[src/rtl/exec_pkg.sv]
// Shared encodings for the execute-stage arithmetic core: ALUop, funct and
// the internal ALU operation codes.
package exec_pkg;

    localparam logic [2:0] ALUOP_ADD   = 3'b000;
    localparam logic [2:0] ALUOP_SUB   = 3'b001;
    localparam logic [2:0] ALUOP_RTYPE = 3'b010;
    localparam logic [2:0] ALUOP_AND   = 3'b011;
    localparam logic [2:0] ALUOP_OR    = 3'b100;
    localparam logic [2:0] ALUOP_SLT   = 3'b101;

    localparam logic [5:0] FN_ADD  = 6'b100000;
    localparam logic [5:0] FN_ADDU = 6'b100001;
    localparam logic [5:0] FN_SUB  = 6'b100010;
    localparam logic [5:0] FN_SUBU = 6'b100011;
    localparam logic [5:0] FN_AND  = 6'b100100;
    localparam logic [5:0] FN_OR   = 6'b100101;
    localparam logic [5:0] FN_XOR  = 6'b100110;
    localparam logic [5:0] FN_NOR  = 6'b100111;
    localparam logic [5:0] FN_SLT  = 6'b101010;

    localparam logic [2:0] CTRL_AND    = 3'b000;
    localparam logic [2:0] CTRL_OR     = 3'b001;
    localparam logic [2:0] CTRL_ADD    = 3'b010;
    localparam logic [2:0] CTRL_NOR    = 3'b011;
    localparam logic [2:0] CTRL_XOR    = 3'b100;
    localparam logic [2:0] CTRL_UNUSED = 3'b101;
    localparam logic [2:0] CTRL_SUB    = 3'b110;
    localparam logic [2:0] CTRL_SLT    = 3'b111;

endpackage

[src/rtl/exec_arith_unit_if.sv]
// Operand/control inputs and registered EX/MEM results of the arithmetic core.
// master drives operands (decode stage side); slave is the arithmetic unit.
interface exec_arith_unit_if #(
    parameter int WIDTH = 32
);
    logic             en;
    logic [2:0]       alu_op;
    logic             alu_src;
    logic [5:0]       funct;
    logic [WIDTH-1:0] reg_data1;
    logic [WIDTH-1:0] reg_data2;
    logic [WIDTH-1:0] sext_imm;
    logic [WIDTH-1:0] pc_inc;
    logic [WIDTH-1:0] alu_result;
    logic             zero;
    logic [WIDTH-1:0] branch_addr;
    logic [2:0]       alu_ctrl;

    modport master (
        output en, alu_op, alu_src, funct, reg_data1, reg_data2, sext_imm, pc_inc,
        input  alu_result, zero, branch_addr, alu_ctrl
    );

    modport slave (
        input  en, alu_op, alu_src, funct, reg_data1, reg_data2, sext_imm, pc_inc,
        output alu_result, zero, branch_addr, alu_ctrl
    );
endinterface

[src/rtl/alu_ctrl_dec.sv]
// Combinational ALUop/funct decode into the 3-bit ALU operation code.
module alu_ctrl_dec
    import exec_pkg::*;
(
    input  logic [2:0] alu_op,
    input  logic [5:0] funct,
    output logic [2:0] ctrl
);

    always_comb begin
        ctrl = CTRL_ADD;
        case (alu_op)
            ALUOP_ADD: ctrl = CTRL_ADD;
            ALUOP_SUB: ctrl = CTRL_SUB;
            ALUOP_AND: ctrl = CTRL_AND;
            ALUOP_OR:  ctrl = CTRL_OR;
            ALUOP_SLT: ctrl = CTRL_SLT;
            ALUOP_RTYPE: begin
                case (funct)
                    FN_ADD, FN_ADDU: ctrl = CTRL_ADD;
                    FN_SUB, FN_SUBU: ctrl = CTRL_SUB;
                    FN_AND:          ctrl = CTRL_AND;
                    FN_OR:           ctrl = CTRL_OR;
                    FN_XOR:          ctrl = CTRL_XOR;
                    FN_NOR:          ctrl = CTRL_NOR;
                    FN_SLT:          ctrl = CTRL_SLT;
                    default:         ctrl = CTRL_ADD;
                endcase
            end
            default: ctrl = CTRL_ADD;
        endcase
    end

endmodule

[src/rtl/exec_arith_unit.sv]
// Execute-stage arithmetic core: operand select, ALU with zero detect and
// branch-target adder, all registered into the EX/MEM fields.
module exec_arith_unit
    import exec_pkg::*;
#(
    parameter int WIDTH = 32
) (
    input  logic               clk,
    input  logic               rst_n,
    exec_arith_unit_if.slave   bus
);

    logic [2:0]       ctrl;
    logic [WIDTH-1:0] op_a;
    logic [WIDTH-1:0] op_b;
    logic [WIDTH-1:0] alu_res;
    logic [WIDTH-1:0] branch_sum;
    logic             less;

    alu_ctrl_dec u_dec (
        .alu_op (bus.alu_op),
        .funct  (bus.funct),
        .ctrl   (ctrl)
    );

    assign op_a = bus.reg_data1;
    assign op_b = bus.alu_src ? bus.sext_imm : bus.reg_data2;
    assign less = $signed(op_a) < $signed(op_b);

    always_comb begin
        alu_res = '0;
        case (ctrl)
            CTRL_AND: alu_res = op_a & op_b;
            CTRL_OR:  alu_res = op_a | op_b;
            CTRL_ADD: alu_res = op_a + op_b;
            CTRL_NOR: alu_res = ~(op_a | op_b);
            CTRL_XOR: alu_res = op_a ^ op_b;
            CTRL_SUB: alu_res = op_a - op_b;
            CTRL_SLT: alu_res = {{(WIDTH-1){1'b0}}, less};
            default:  alu_res = '0;
        endcase
    end

    // Word offset: the top two offset bits fall off the shift, sum wraps.
    assign branch_sum = bus.pc_inc + {bus.sext_imm[WIDTH-3:0], 2'b00};

    always_ff @(posedge clk) begin
        if (!rst_n) begin
            bus.alu_result  <= '0;
            bus.zero        <= 1'b0;
            bus.branch_addr <= '0;
            bus.alu_ctrl    <= '0;
        end else if (bus.en) begin
            bus.alu_result  <= alu_res;
            bus.zero        <= (alu_res == '0);
            bus.branch_addr <= branch_sum;
            bus.alu_ctrl    <= ctrl;
        end
    end

endmodule

[src/flat_wrapper.sv]
// flat-port wrapper written by rule: the top's interface ports become plain ports
module exec_arith_unit_flat import exec_pkg::*;
#(
    parameter int WIDTH = 32
)
  (clk, rst_n, bus_en, bus_alu_op, bus_alu_src, bus_funct, bus_reg_data1, bus_reg_data2, bus_sext_imm, bus_pc_inc, bus_alu_result, bus_zero, bus_branch_addr, bus_alu_ctrl);
  exec_arith_unit_if #(.WIDTH(WIDTH)) bus_i ();
  input  logic clk;
  input  logic rst_n;
  input wire logic [$bits(bus_i.en)-1:0] bus_en;
  input wire logic [$bits(bus_i.alu_op)-1:0] bus_alu_op;
  input wire logic [$bits(bus_i.alu_src)-1:0] bus_alu_src;
  input wire logic [$bits(bus_i.funct)-1:0] bus_funct;
  input wire logic [$bits(bus_i.reg_data1)-1:0] bus_reg_data1;
  input wire logic [$bits(bus_i.reg_data2)-1:0] bus_reg_data2;
  input wire logic [$bits(bus_i.sext_imm)-1:0] bus_sext_imm;
  input wire logic [$bits(bus_i.pc_inc)-1:0] bus_pc_inc;
  output wire logic [$bits(bus_i.alu_result)-1:0] bus_alu_result;
  output wire logic [$bits(bus_i.zero)-1:0] bus_zero;
  output wire logic [$bits(bus_i.branch_addr)-1:0] bus_branch_addr;
  output wire logic [$bits(bus_i.alu_ctrl)-1:0] bus_alu_ctrl;
  assign bus_i.en = bus_en;
  assign bus_i.alu_op = bus_alu_op;
  assign bus_i.alu_src = bus_alu_src;
  assign bus_i.funct = bus_funct;
  assign bus_i.reg_data1 = bus_reg_data1;
  assign bus_i.reg_data2 = bus_reg_data2;
  assign bus_i.sext_imm = bus_sext_imm;
  assign bus_i.pc_inc = bus_pc_inc;
  assign bus_alu_result = bus_i.alu_result;
  assign bus_zero = bus_i.zero;
  assign bus_branch_addr = bus_i.branch_addr;
  assign bus_alu_ctrl = bus_i.alu_ctrl;
  exec_arith_unit #(.WIDTH(WIDTH)) u_core (.clk(clk), .rst_n(rst_n), .bus(bus_i));
endmodule
[config.mk]
export PLATFORM = sky130hd
export DESIGN_NAME = exec_arith_unit_flat
export DESIGN_NICKNAME = d
export VERILOG_FILES = /design/src/rtl/exec_pkg.sv /design/src/rtl/exec_arith_unit_if.sv /design/src/rtl/alu_ctrl_dec.sv /design/src/rtl/exec_arith_unit.sv /design/src/flat_wrapper.sv
export SDC_FILE = /design/constraint.sdc
export NUM_CORES = 1
export LEC_CHECK = 0
export BUFFER_PORTS_ARGS = -buffer_cell sky130_fd_sc_hd__buf_2
export CORE_UTILIZATION = 35
export DETAILED_ROUTE_END_ITERATION = 8
export REMOVE_ABC_BUFFERS = 1
export SYNTH_ARGS = -nofsm -noshare
export SYNTH_HDL_FRONTEND = slang
export SYNTH_HIERARCHICAL = 1
export SYNTH_SLANG_ARGS = --single-unit
export TNS_END_PERCENT = 10
[constraint.sdc]
create_clock -name clk -period 18.85 [get_ports clk]
set_clock_uncertainty 0.05 [all_clocks]
set_input_delay 5.655 -clock clk [delete_from_list [all_inputs] [get_ports clk]]
set_output_delay 5.655 -clock clk [all_outputs]
set_load 0.02 [all_outputs]
Word-level counts from Yosys, hierarchy flattened
Index checks and enable logic that the tools add are counted.
{ "word_totals": {"reg_bits": 68, "in_bits": 141} }
{ "classes": {"bitwise": 4, "addsub": 3, "n_reduce_logical": 3, "n_mux": 4, "order_cmp": 1, "n_eq_ne": 18} }
{ "op_table": {"columns": ["cell", "count"], "rows": [
  ["$pmux 32 s7", 1],
  ["$add 32x32->32", 2],
  ["$eq 6x6->1 const B", 7],
  ["$and 32x32->32", 1],
  ["$logic_not 32->1", 1],
  ["$lt 32x32->1", 1],
  ["$mux 32", 1],
  ["$not 32->32", 1],
  ["$or 32x32->32", 1],
  ["$sub 32x32->32", 1],
  ["$xor 32x32->32", 1],
  ["$pmux 3 s6", 1],
  ["$eq 3x3->1 const B", 5],
  ["$pmux 3 s5", 1],
  ["$eq 3x2->1 const B", 4],
  ["$eq 3x1->1 const B", 2],
  ["$logic_not 3->1", 1],
  ["$reduce_or 2->1", 1]
]} }

Longest topological paths before layout
Gate-level depths: netlist of run 1.
{ "logic_depth": {"word_depth": 7, "depth_mapped": 18, "depth_no_buf": 17} }

By module
Netlist of run 1, hierarchy kept.
{ "by_module_without_submodules": {"columns": ["mod", "n_inst", "cells_per_inst", "area_per_inst_um2"], "rows": [
  ["exec_arith_unit", 1, 1322, 9596.7],
  ["alu_ctrl_dec", 1, 18, 108.9]
]} }

Least setup slack after synthesis of run 1
No wires, ideal clock.
{ "synth_path": {"kind": "input -> register", "startpoint": "input bus_alu_src", "endpoint": "register u_core.bus.zero", "path_buffers": 2, "arrival_ns": 9.881, "stages": 16, "path_slack_ns": 8.859, "path_cell_list": "clkbuf_1 > buf_1 > mux2i_1 > fa_1 > nor2b_1 > o211a_1 > or4_4 > a311oi_4 > nor3_1 > or4b_1 > o32a_1 > nand4b_1 > nor4_1 > nand4_1 > nor4_1 > a32o_1"} }
{ "synth_between": {"elab_chain_len": 5} }
{ "synth_rtl": {"columns": ["element", "line_no", "rtl"], "rows": [
  ["from (decl)", "flat_wrapper.sv:12", "input wire logic [$bits(bus_i.alu_src)-1:0] bus_alu_src;"],
  ["$mux 32 (*)", "exec_arith_unit.sv:27", "assign op_b = bus.alu_src ? bus.sext_imm : bus.reg_data2;"],
  ["branches (longest 2 deep; another with $sub 32x32->32)", null, null],
  ["$pmux 32 s7 (*)", "exec_arith_unit.sv:32", "case (ctrl)"],
  ["$logic_not 32->1 (*)", "exec_arith_unit.sv:55", "bus.zero <= (alu_res == '0);"],
  ["to (signal assigned)", "exec_arith_unit.sv:55", null],
  ["to (decl)", "exec_arith_unit_if.sv:26", "output alu_result, zero, branch_addr, alu_ctrl"]
]} }
Every way passes the cells marked *.
A chain may end at the register's enable or synchronous reset.

Worst setup path after layout of run 1
Ends and elaborated chain as after synthesis.

==> results of run 1 <==
registers in the layout (all words and copies together), names as in the netlist:
name	count
u_core/bus.alu_ctrl	3
u_core/bus.alu_result	32
u_core/bus.branch_addr	32
u_core/bus.zero	1
logic make-up (layout without fill, tap and decap cells):
group           Yosys count  count (layout)  share of synthesized area
fa+ha+maj               132             132                      0.172
mux                      64              64                     0.0676
xor+xnor                 68              68                     0.0614
buf+inv                 184             352                     0.0723
simple gates            397             397                      0.192
compound gates          427             427                      0.294
flops                    68              68                      0.140
worst max-delay path, stage by stage:
cell	delay [ns]
sky130_fd_sc_hd__buf_2	0.07
sky130_fd_sc_hd__buf_4	0.54
sky130_fd_sc_hd__mux2i_1	0.59
sky130_fd_sc_hd__ha_1	0.25
sky130_fd_sc_hd__a211oi_1	0.13
sky130_fd_sc_hd__o21ai_1	0.25
sky130_fd_sc_hd__nand4_1	0.18
sky130_fd_sc_hd__a311oi_1	1.06
sky130_fd_sc_hd__a21oi_1	0.33
sky130_fd_sc_hd__a221o_1	0.44
sky130_fd_sc_hd__a221oi_1	0.37
sky130_fd_sc_hd__nand4bb_1	0.16
sky130_fd_sc_hd__nor4_1	0.44
sky130_fd_sc_hd__nand4_1	0.24
sky130_fd_sc_hd__nor4_1	0.31
sky130_fd_sc_hd__a32o_1	0.20
worst max-delay path by stage:
stage	from	cells past startpoint	end	slack, ns
finish	bus_alu_src	16	u_core/bus.zero$_SDFFE_PN0P_	7.88
CTS	bus_alu_src	16	u_core/bus.zero$_SDFFE_PN0P_	8.08
floorplan	bus_alu_op[1]	14	u_core/bus.zero$_SDFFE_PN0P_	6.50
detailed placement	bus_alu_src	16	u_core/bus.zero$_SDFFE_PN0P_	7.75
global route	bus_alu_src	16	u_core/bus.zero$_SDFFE_PN0P_	7.61
global placement	bus_alu_src	19	u_core/bus.zero$_SDFFE_PN0P_	7.88
per-stage QoR:
stage / hold slack, ns / utilization / setup slack, ns / instance area [sq um] / total power (W)
floorplan: 0.481 / - / 6.50 / 9430 / 0.000422
global placement: 0.388 / 0.409 / 7.88 / 11100 / 0.000544
detailed placement: 0.393 / 0.409 / 7.75 / 11100 / 0.000544
CTS: 0.409 / 0.421 / 8.08 / 11400 / 0.000746
global route: 0.454 / 0.421 / 7.61 / 11400 / 0.000789
finish: 0.413 / 0.421 / 7.88 / 11400 / 0.000748
area by class of cell:
class,instances,area (sq um),area share
multi-input combinational,1088,7680,0.673
sequential,68,1360,0.119
inverter,113,424,0.0372
timing repair buffer,223,1160,0.101
clock buffer,9,225,0.0197
tap,372,465,0.0408
clock inverter,7,97.6,0.00856
routing by layer:
layer	vias to the layer above	share of wire
met4	0	0.028
met5	-	0
met1	4911	0.44
met3	59	0.076
li1	5131	-
met2	508	0.45
power groups by stage:
stage	Sequential [W]	Combinational, W	Clock [W]
after global placement	0.000169	0.000374	0
after detailed placement	0.000170	0.000375	0
final	0.000166	0.000382	0.000199
after global routing	0.000168	0.000414	0.000207
after CTS	0.000166	0.000377	0.000203
after floorplan	0.000187	0.000235	0
layout by cell type, fill, tap and decap left out, types with 10 or more instances in the layout:
master / count
sky130_fd_sc_hd__buf_4: 16
sky130_fd_sc_hd__o211ai_1: 18
sky130_fd_sc_hd__o21a_1: 15
sky130_fd_sc_hd__o21ai_0: 75
sky130_fd_sc_hd__inv_1: 110
sky130_fd_sc_hd__nor3_1: 30
sky130_fd_sc_hd__nand3_1: 27
sky130_fd_sc_hd__o31ai_1: 12
sky130_fd_sc_hd__a31oi_1: 12
sky130_fd_sc_hd__nor2b_1: 12
sky130_fd_sc_hd__a21o_1: 27
sky130_fd_sc_hd__a21oi_1: 110
sky130_fd_sc_hd__nand4_1: 10
sky130_fd_sc_hd__buf_2: 207
sky130_fd_sc_hd__xor2_1: 17
sky130_fd_sc_hd__nand2b_1: 15
sky130_fd_sc_hd__mux2i_1: 61
sky130_fd_sc_hd__ha_1: 129
sky130_fd_sc_hd__xnor2_1: 51
sky130_fd_sc_hd__nor2_1: 161
sky130_fd_sc_hd__dfxtp_1: 68
sky130_fd_sc_hd__a22oi_1: 24
sky130_fd_sc_hd__a211oi_1: 40
sky130_fd_sc_hd__nand2_1: 82
sky130_fd_sc_hd__o22ai_1: 11
synth_stat cells (15+ instances only):
library cell and number:
sky130_fd_sc_hd__a22oi_1 24, sky130_fd_sc_hd__nand2b_1 15, sky130_fd_sc_hd__dfxtp_1 68, sky130_fd_sc_hd__o211ai_1 18
sky130_fd_sc_hd__inv_1 111, sky130_fd_sc_hd__mux2i_1 61, sky130_fd_sc_hd__o21ai_0 75, sky130_fd_sc_hd__a21oi_1 110
sky130_fd_sc_hd__clkbuf_1 52, sky130_fd_sc_hd__xnor2_1 51, sky130_fd_sc_hd__a211oi_1 40, sky130_fd_sc_hd__ha_1 129
sky130_fd_sc_hd__nand3_1 27, sky130_fd_sc_hd__nor3_1 30, sky130_fd_sc_hd__a21o_1 27, sky130_fd_sc_hd__o21a_1 15
sky130_fd_sc_hd__xor2_1 17, sky130_fd_sc_hd__nand2_1 82, sky130_fd_sc_hd__nor2_1 164
==> run metrics, run 1 <==
Wirelength per Cell=20.0 um; core region area=roughly 27000 sq um; largest net degree at the start of global routing=54; arrival time of data at the critical path endpoint=11.22 ns; synth unique cells=slightly above 80; status=finished clean; clock tree from TritonCTS=done; endpoints failing setup=0; worst reg2reg endpoint=u_core/bus.alu_result[21]$_SDFFE_PN0P_; CP endpoint kind=flip-flop; master cell of the clock root buffer=sky130_fd_sc_hd__clkbuf_16; number of buffers inserted to repair setup after CTS=0; Cell Int Power=around 0.00042 W; first-pass iteration count of the detailed router=5; Worst Hold Endpoint=u_core/bus.branch_addr[29]$_SDFFE_PN0P_; GRT overflow=0; Reg2Reg Setup Slack=between 15 and 20 ns; wire length of the first global-routing pass=56.7 mm; Worst Path Required=approximately 19 ns; clock input transition at the sequential cells of the worst setup and hold paths=roughly 0.07 ns; Worst Hold Path Cells=2; via count of the routed design=about 11000; met1 demand-to-capacity share in global routing=0.335; final non-filler cell total=~1900; count of flip-flops with a built-in enable after synthesis=0; # DRC=0; Fin Setup TNS=0 ns; share of cells above drive strength 1=0.181; Worst Reg-to-Reg Cells=2; Chip Width=roughly 170 um; combined global-route utilization of all metal layers=0.257; fraction of power consumed by sequential logic=0.223; unrepaired setup endpoints after global routing=false; Clock power frac=0.266; Net Switching=around 0.00033 W; M2 GR Usage=0.432; post-layout minimum cycle time=between 10 and 15 ns; CTS Hold Bufs=0; cts bufs inserted=9; height of the die=~170 um; part of the power in combinational logic=0.511; number of port buffers=208; relative slew slack=0.188; top post-synthesis cells by area=sky130_fd_sc_hd__ha_1 (17%), sky130_fd_sc_hd__dfxtp_1 (14%), sky130_fd_sc_hd__nor2_1 (6.3%); critical path fanouts, max=32; Layout Nets=about 1800; die area=approximately 28000 sq um; final wirelength=between 30 and 40 mm; Synth Instances=around 1300; yosys synthesis warning count=6; final cycle utilization of the critical path=0.582; Mean Syn Cell Area=around 7.2 sq um; number of I/O pins=between 200 and 250; reg-to-reg critical path startpoint=u_core/bus.alu_result[21]$_SDFFE_PN0P_; number of fillers in the final layout=2854; H-tree lvl count=3; source-to-sink clock delay at the later pin of the worst-skew pair=around 0.35 ns; Worst Tran Pin Value=between 1 and 1.5 ns; Routability Congestion=~0.96; Clock Sinks=between 60 and 70; final hold violation count=0; type of the worst setup path=primary input to flip-flop; launching element type of the critical path=primary input; Row Count=60; highest clock rate=between 90 and 100 MHz; main flop type after synthesis=sky130_fd_sc_hd__dfxtp_1; diode insertion count for antenna repair=0; share of flip-flops with an asynchronous set or reset=0; busiest layer in global routing=met2; Max Buffers Root-to-Sink=2; share of the synthesized area in the top cell type=0.166; detailed router's first-iteration violation count=890; via count of the first global-routing pass=9990; worst min-delay path class=flip-flop to flip-flop; worst hold path startpoint=u_core/bus.branch_addr[29]$_SDFFE_PN0P_; Global Route met3 Usage=0.0402; largest voltage drop on the vdd net=just over 0.03 mV; power per cell area=~66 nW/um^2; post-synthesis register bit count=68; # resized after CTS=0; pins over their slew limit=0; switching portion of total power=0.441; Leak=between 5 and 6 nW; Initial Util=0.358; number of antenna violations at the first check in global routing=0; MaxCap Viol Count=0; mean number of vias per cell=approximately 5.6; number of nets with antenna violations after routing=0; placed cell count=1864; netlist area before placement=just under 10000 sq um; sequential share of the synthesized area=0.140; biggest area consumer among synthesized cells=sky130_fd_sc_hd__ha_1; DPL Wire Length=about 29 mm; P&R area growth vs syn=17.5%
(Power assumes the default switching activity.)
==> inputs of run 2 (changes only) <==
==> constraint.sdc (replaced) <==
create_clock -name clk -period 9 [get_ports clk]
set_clock_uncertainty 0.05 [all_clocks]
set_input_delay 2.7 -clock clk [delete_from_list [all_inputs] [get_ports clk]]
set_output_delay 2.7 -clock clk [all_outputs]
set_load 0.02 [all_outputs]
==> run 2 against run 1 <==
Against the previous run: flip-flop and latch count did not move; non-clock buffer count increased by 5; clock power up 89%; worst setup slack lost 6.6 ns; cell count grew 0.21%; power rose by 100%; sequential power is 110% higher; sequential share of layout area barely moved; register-to-register slack got worse by 9.8 ns.
==> run metrics, run 2 (synthesis results as in run 1) <==
Wirelength per Cell=20.2 um (+0.96%); critical path fanouts, max=20 (-38%); fraction of power consumed by sequential logic=0.227 (+0.004); largest net degree at the start of global routing=45 (-17%); final wirelength=38.0 mm (+1.2%); CP endpoint kind=flip-flop; number of buffers inserted to repair setup after CTS=0 (unchanged); number of antenna violations at the first check in global routing=1 (+1); P&R area growth vs syn=17.6% (about the same); launch point of the worst path=bus_alu_src; status=finished clean; DPL Wire Length=29.7 mm (+4.2%); Worst Path Required=9.25 ns (-9.85 ns); post-layout utilization of the core=0.421 (about the same); worst slack at placement=1.06 ns (-6.69 ns); master cell of the clock root buffer=sky130_fd_sc_hd__clkbuf_16; die area=28400 sq um (unchanged); H-tree lvl count=3 (unchanged); Worst Hold Path Cells=2 (unchanged); clock tree from TritonCTS=done; worst min-delay path class=flip-flop to flip-flop; Initial Util=0.358 (unchanged); Fin Setup TNS=0 ns (unchanged); most frequent cells in the layout=sky130_fd_sc_hd__buf_2 (207), sky130_fd_sc_hd__nor2_1 (161), sky130_fd_sc_hd__ha_1 (129); launching element type of the critical path=primary input; Clock power frac=0.246 (-0.020); detailed router's first-iteration violation count=931 (+4.6%); Met1 Wirelength=16.2 mm (-2.5%); # DRC=0 (unchanged); part of the power in combinational logic=0.527 (+0.016); clock input transition at the sequential cells of the worst setup and hold paths=0.07 ns (about the same); number of nets with antenna violations after routing=0 (unchanged); power per cell area=134 nW/um^2 (+100%); type of the worst setup path=primary input to flip-flop; Clock Sinks=68 (unchanged); reg-to-reg critical path startpoint=u_core/bus.branch_addr[31]$_SDFFE_PN0P_; # resized after CTS=0 (unchanged); largest voltage drop on the vdd net=0.0797 mV (+160%); final worst setup slack=1.27 ns (-6.61 ns); final hold violation count=0 (unchanged); number of port buffers=208 (unchanged); mean number of vias per cell=5.64 (about the same); first-pass iteration count of the detailed router=6 (+1); arrival time of data at the critical path endpoint=7.97 ns (-3.25 ns); routed wl met2=17.3 mm (+1.8%); highest clock rate=roughly 130 MHz; most common cell after layout, fill and taps aside=sky130_fd_sc_hd__buf_2; Chip Width=169 um (unchanged); Layout Nets=1781 (+0.28%); Worst Tran Pin Value=0.910 ns (-0.301 ns); Row Count=60 (unchanged); switching portion of total power=0.447 (+0.00551); GRT overflow=0 (unchanged); cts bufs inserted=9 (unchanged); post-layout minimum cycle time=between 7 and 8 ns; combined global-route utilization of all metal layers=0.265 (+0.00785); diode insertion count for antenna repair=0 (unchanged); number of I/O pins=209 (unchanged); uppermost signal routing layer after detailed routing=met5; pins over their slew limit=0 (unchanged); via count of the first global-routing pass=10500 (+4.7%); Worst Reg-to-Reg Cells=4 (+2); unrepaired setup endpoints after global routing=false; endpoints failing setup=0 (unchanged); MaxCap Viol Count=0 (unchanged); via count of the routed design=10600 (+0.15%); largest registers=u_core/bus.alu_result (32), u_core/bus.branch_addr (32), u_core/bus.alu_ctrl (3); Detail Route met3 WL=3.02 mm (+5.9%); source-to-sink clock delay at the later pin of the worst-skew pair=0.35 ns (about the same); share of cells above drive strength 1=0.183 (+0.00217); core region area=27100 sq um (unchanged); Cell Int Power=0.000847 W (+100%); CTS Hold Bufs=0 (unchanged); height of the die=169 um (unchanged); wire length of the first global-routing pass=58.3 mm (+2.9%); Routability Congestion=0.974 (+1.4%); Max Buffers Root-to-Sink=2 (unchanged); Leak=5.42 nW (+0.23%); final cycle utilization of the critical path=0.859; worst hold path startpoint=u_core/bus.branch_addr[28]$_SDFFE_PN0P_; Net Switching=0.000684 W (+110%); relative slew slack=0.393 (+0.205)
## run 2: worst paths after layout
check / slack, ns / end
worst max-delay path: 1.27 / u_core/bus.zero$_SDFFE_PN0P_
worst min-delay path: 0.40 / u_core/bus.branch_addr[28]$_SDFFE_PN0P_
worst max register to register: 8.09 / u_core/bus.branch_addr[31]$_SDFFE_PN0P_
worst min register to register: 0.40 / u_core/bus.branch_addr[28]$_SDFFE_PN0P_
## run 2: per-layer routing
metal | global-route usage | vias to the layer above
met5 | 0 | -
met4 | 0.108 | 2
met3 | 0.0589 | 101
met2 | 0.448 | 484
met1 | 0.325 | 4880
li1 | - | 5158
## run 2: area by class of cell
class / count / area (sq um)
clock inverters: 6 / 65.1
inverters: 113 / 424
multi-input cells: 1088 / 7680
repair buffers: 228 / 1190
fillers: 2879 / 15700
flip-flops and latches: 68 / 1360
well taps: 372 / 465
clock buffers: 9 / 225
## run 2: per-stage QoR
stage	cell area [sq um]	std cells	hold slack, ns	power (W)
floorplan	9430	1269	0.481	0.000883
global placement	11100	1869	0.391	0.00115
detailed placement	11100	1869	0.393	0.00115
CTS	11400	1884	0.409	0.00153
global route	11400	1884	0.434	0.00162
finish	11400	1884	0.400	0.00153
## run 2: worst max-delay path, cell delays in order
cell and delay, ns:
sky130_fd_sc_hd__buf_2 0.56, sky130_fd_sc_hd__mux2i_1 0.24, sky130_fd_sc_hd__inv_1 0.12, sky130_fd_sc_hd__ha_1 0.22
sky130_fd_sc_hd__inv_1 0.07, sky130_fd_sc_hd__fa_1 0.39, sky130_fd_sc_hd__nand2b_1 0.20, sky130_fd_sc_hd__a211oi_1 0.40
sky130_fd_sc_hd__o221a_2 0.33, sky130_fd_sc_hd__o31a_1 0.27, sky130_fd_sc_hd__a31oi_1 0.13, sky130_fd_sc_hd__or4b_2 0.63
sky130_fd_sc_hd__a32oi_1 0.32, sky130_fd_sc_hd__nand4bb_1 0.22, sky130_fd_sc_hd__nor4_1 0.38, sky130_fd_sc_hd__nand4_1 0.25
sky130_fd_sc_hd__nor4_1 0.31, sky130_fd_sc_hd__a32o_1 0.20
## run 2: power by group through the flow
stage	registers (W)	clock network (W)	logic (W)
2_1_floorplan	0.000391	0	0.000492
3_3_place_gp	0.000354	0	0.000792
3_5_place_dp	0.000354	0	0.000794
4_1_cts	0.000348	0.000384	0.000798
5_1_grt	0.000351	0.000393	0.000880
6_report	0.000348	0.000376	0.000807
==> inputs of run 3 (changes only) <==
==> constraint.sdc (replaced) <==
create_clock -name clk -period 9 [get_ports clk]
set_clock_uncertainty 0.05 [all_clocks]
set_input_delay 2.25 -clock clk [delete_from_list [all_inputs] [get_ports clk]]
set_output_delay 2.25 -clock clk [all_outputs]
set_load 0.02 [all_outputs]
==> run 3 against run 2 <==
Against the previous run: worst hold slack improved by 0.0068 ns; global-route usage decreased by 0.13 points; count of clock-buffer cells in the layout unchanged; utilization increased by 0.13 points; cell count increased by 0.11%; non-clock buffer count increased by 1; clock power increased by 7.4%; critical path type unchanged; largest power group unchanged.
==> run metrics, run 3 (synthesis results as in run 1) <==
status=finished clean; clock tree from TritonCTS=done; share of cells above drive strength 1=0.184 (+0.000540); Buffers & Inverters on Critical Path=3 (unchanged); launching element type of the critical path=primary input; clock input transition at the sequential cells of the worst setup and hold paths=0.07 ns (about the same); number of nets with antenna violations after routing=0 (unchanged); arrival time of data at the critical path endpoint=7.62 ns (-0.35 ns); final wirelength=37.9 mm (-0.22%); number of port buffers=208 (unchanged); largest registers=u_core/bus.alu_result (32), u_core/bus.branch_addr (32), u_core/bus.alu_ctrl (3); post-layout minimum cycle time=7.37 ns (-0.358 ns); Initial Util=0.358 (unchanged); number of antenna violations at the first check in global routing=2 (+1); number of I/O pins=209 (unchanged); Clock power frac=0.259 (+0.013); Fin Setup TNS=0 ns (unchanged); chain of cells forming the critical path=buf_2 -> mux2i_1 -> inv_1 -> ha_1 -> inv_1 -> fa_1 -> nor2b_1 -> o211a_1 -> or4_4 -> a31oi_2 -> nor4b_1 -> o41ai_1 -> a21oi_1 -> nand4bb_1 -> nor4_1 -> nand4_1 -> nor4_1 -> a32o_1; relative slew slack=0.371 (-0.0223); biggest cell delay along the critical path=0.71 ns (+0.08 ns); # DRC=0 (unchanged); final cycle utilization of the critical path=0.819 (-0.0397); hold slack=0.407 ns (+0.00678 ns); critical path fanouts, max=24 (+20%); type of the worst setup path=primary input to flip-flop; Leak=5.43 nW (+0.26%); Wirelength per Cell=20.1 um (-0.33%); via count of the first global-routing pass=10300 (-1.7%); die area=28400 sq um (unchanged); most frequent cells in the layout=sky130_fd_sc_hd__buf_2 (207), sky130_fd_sc_hd__nor2_1 (161), sky130_fd_sc_hd__ha_1 (129); Row Count=60 (unchanged); CTS Hold Bufs=0 (unchanged); source-to-sink clock delay at the later pin of the worst-skew pair=0.35 ns (about the same); # resized after CTS=0 (unchanged); cts bufs inserted=9 (unchanged); switching portion of total power=0.438 (-0.00893); first-pass iteration count of the detailed router=5 (-1); final worst setup slack=1.63 ns (+0.358 ns); post-layout utilization of the core=0.422 (+0.00129); gate family responsible for the most delay along the worst path=simple AND/OR/NAND/NOR gates; highest clock rate=136 MHz (+4.9%); Worst Path Required=9.25 ns (about the same); wire length of the first global-routing pass=58.4 mm (about the same); Max Buffers Root-to-Sink=2 (unchanged); mean number of vias per cell=5.65 (+0.27%); unrepaired setup endpoints after global routing=false; Cell Int Power=0.000876 W (+3.4%); master cell of the clock root buffer=sky130_fd_sc_hd__clkbuf_16; cell with the largest stage delay on the worst path=sky130_fd_sc_hd__buf_2; detailed router's first-iteration violation count=1110 (+19%); core region area=27100 sq um (unchanged); height of the die=169 um (unchanged); largest net degree at the start of global routing=54 (+20%); MaxCap Viol Count=0 (unchanged); part of the power in combinational logic=0.517 (-0.010); fraction of power consumed by sequential logic=0.224 (-0.003); Worst Tran Pin Value=0.944 ns (+0.0344 ns); H-tree lvl count=3 (unchanged); power per cell area=136 nW/um^2 (+1.4%); Clock Sinks=68 (unchanged); GRT overflow=0 (unchanged); worst min-delay path class=flip-flop to flip-flop; CP endpoint kind=flip-flop; combined global-route utilization of all metal layers=0.264 (-0.00126); Layout Nets=1782 (+0.056%); final hold violation count=0 (unchanged); P&R area growth vs syn=17.9%; DPL Wire Length=29.3 mm (-1.5%); Net Switching=0.000682 W (-0.32%); largest voltage drop on the vdd net=0.0721 mV (-9.5%); most common cell after layout, fill and taps aside=sky130_fd_sc_hd__buf_2; endpoints failing setup=0 (unchanged); number of buffers inserted to repair setup after CTS=0 (unchanged); pins over their slew limit=0 (unchanged); worst slack at placement=1.43 ns (+0.373 ns); number of fillers in the final layout=2833 (-1.6%); Chip Width=169 um (unchanged); via count of the routed design=10700 (+0.38%); Routability Congestion=0.992 (+1.9%)
-- run 3: layout make-up --
class / instances / area, sq um / area share
clock buffers: 9 / 225 / 0.0197
inverters: 113 / 424 / 0.0371
flip-flops and latches: 68 / 1360 / 0.119
well taps: 372 / 465 / 0.0407
multi-input cells: 1088 / 7680 / 0.671
diodes: 1 / 2.50 / 0.000219
clock inverters: 6 / 90.1 / 0.00787
repair buffers: 229 / 1200 / 0.105
-- run 3: power by group through the flow --
| stage | Combinational [W] | Sequential [W] | Clock (W) |
|---|---|---|---|
| floorplan | 0.000492 | 0.000391 | 0 |
| global placement | 0.000791 | 0.000354 | 0 |
| detailed placement | 0.000789 | 0.000354 | 0 |
| CTS | 0.000794 | 0.000348 | 0.000414 |
| global route | 0.000882 | 0.000351 | 0.000424 |
| finish | 0.000806 | 0.000348 | 0.000404 |
-- run 3: layer usage --
layer,vias up,share of wire,global-route usage
met5,-,0.00034,0
met2,530,0.45,0.432
met1,4892,0.44,0.341
met4,2,0.036,0.0988
met3,82,0.083,0.0524
li1,5159,-,-
-- run 3: path summary, 6_finish.rpt --
check | endpoint | slack (ns) | depth (start not counted) | start
max | u_core/bus.zero$_SDFFE_PN0P_ | 1.63 | 18 | bus_alu_src
min | u_core/bus.branch_addr[30]$_SDFFE_PN0P_ | 0.41 | 2 | u_core/bus.branch_addr[30]$_SDFFE_PN0P_
max reg2reg | u_core/bus.branch_addr[31]$_SDFFE_PN0P_ | 8.09 | 4 | u_core/bus.branch_addr[31]$_SDFFE_PN0P_
min reg2reg | u_core/bus.branch_addr[30]$_SDFFE_PN0P_ | 0.41 | 2 | u_core/bus.branch_addr[30]$_SDFFE_PN0P_
-- run 3: worst reg2reg max path, stage by stage, from the launching register on --
cell,delay (ns)
sky130_fd_sc_hd__dfxtp_1,0.35
sky130_fd_sc_hd__o211ai_1,0.08
sky130_fd_sc_hd__a21oi_1,0.13
sky130_fd_sc_hd__o21ai_0,0.09
sky130_fd_sc_hd__a31oi_1,0.14
-- run 3: stage by stage --
step | area [sq um] | std cells | total power (W)
final | 11400 | 1886 | 0.00156
after global routing | 11400 | 1885 | 0.00166
after CTS | 11400 | 1885 | 0.00156
after detailed placement | 11100 | 1870 | 0.00114
after global placement | 11100 | 1870 | 0.00115
after floorplan | 9430 | 1269 | 0.000883
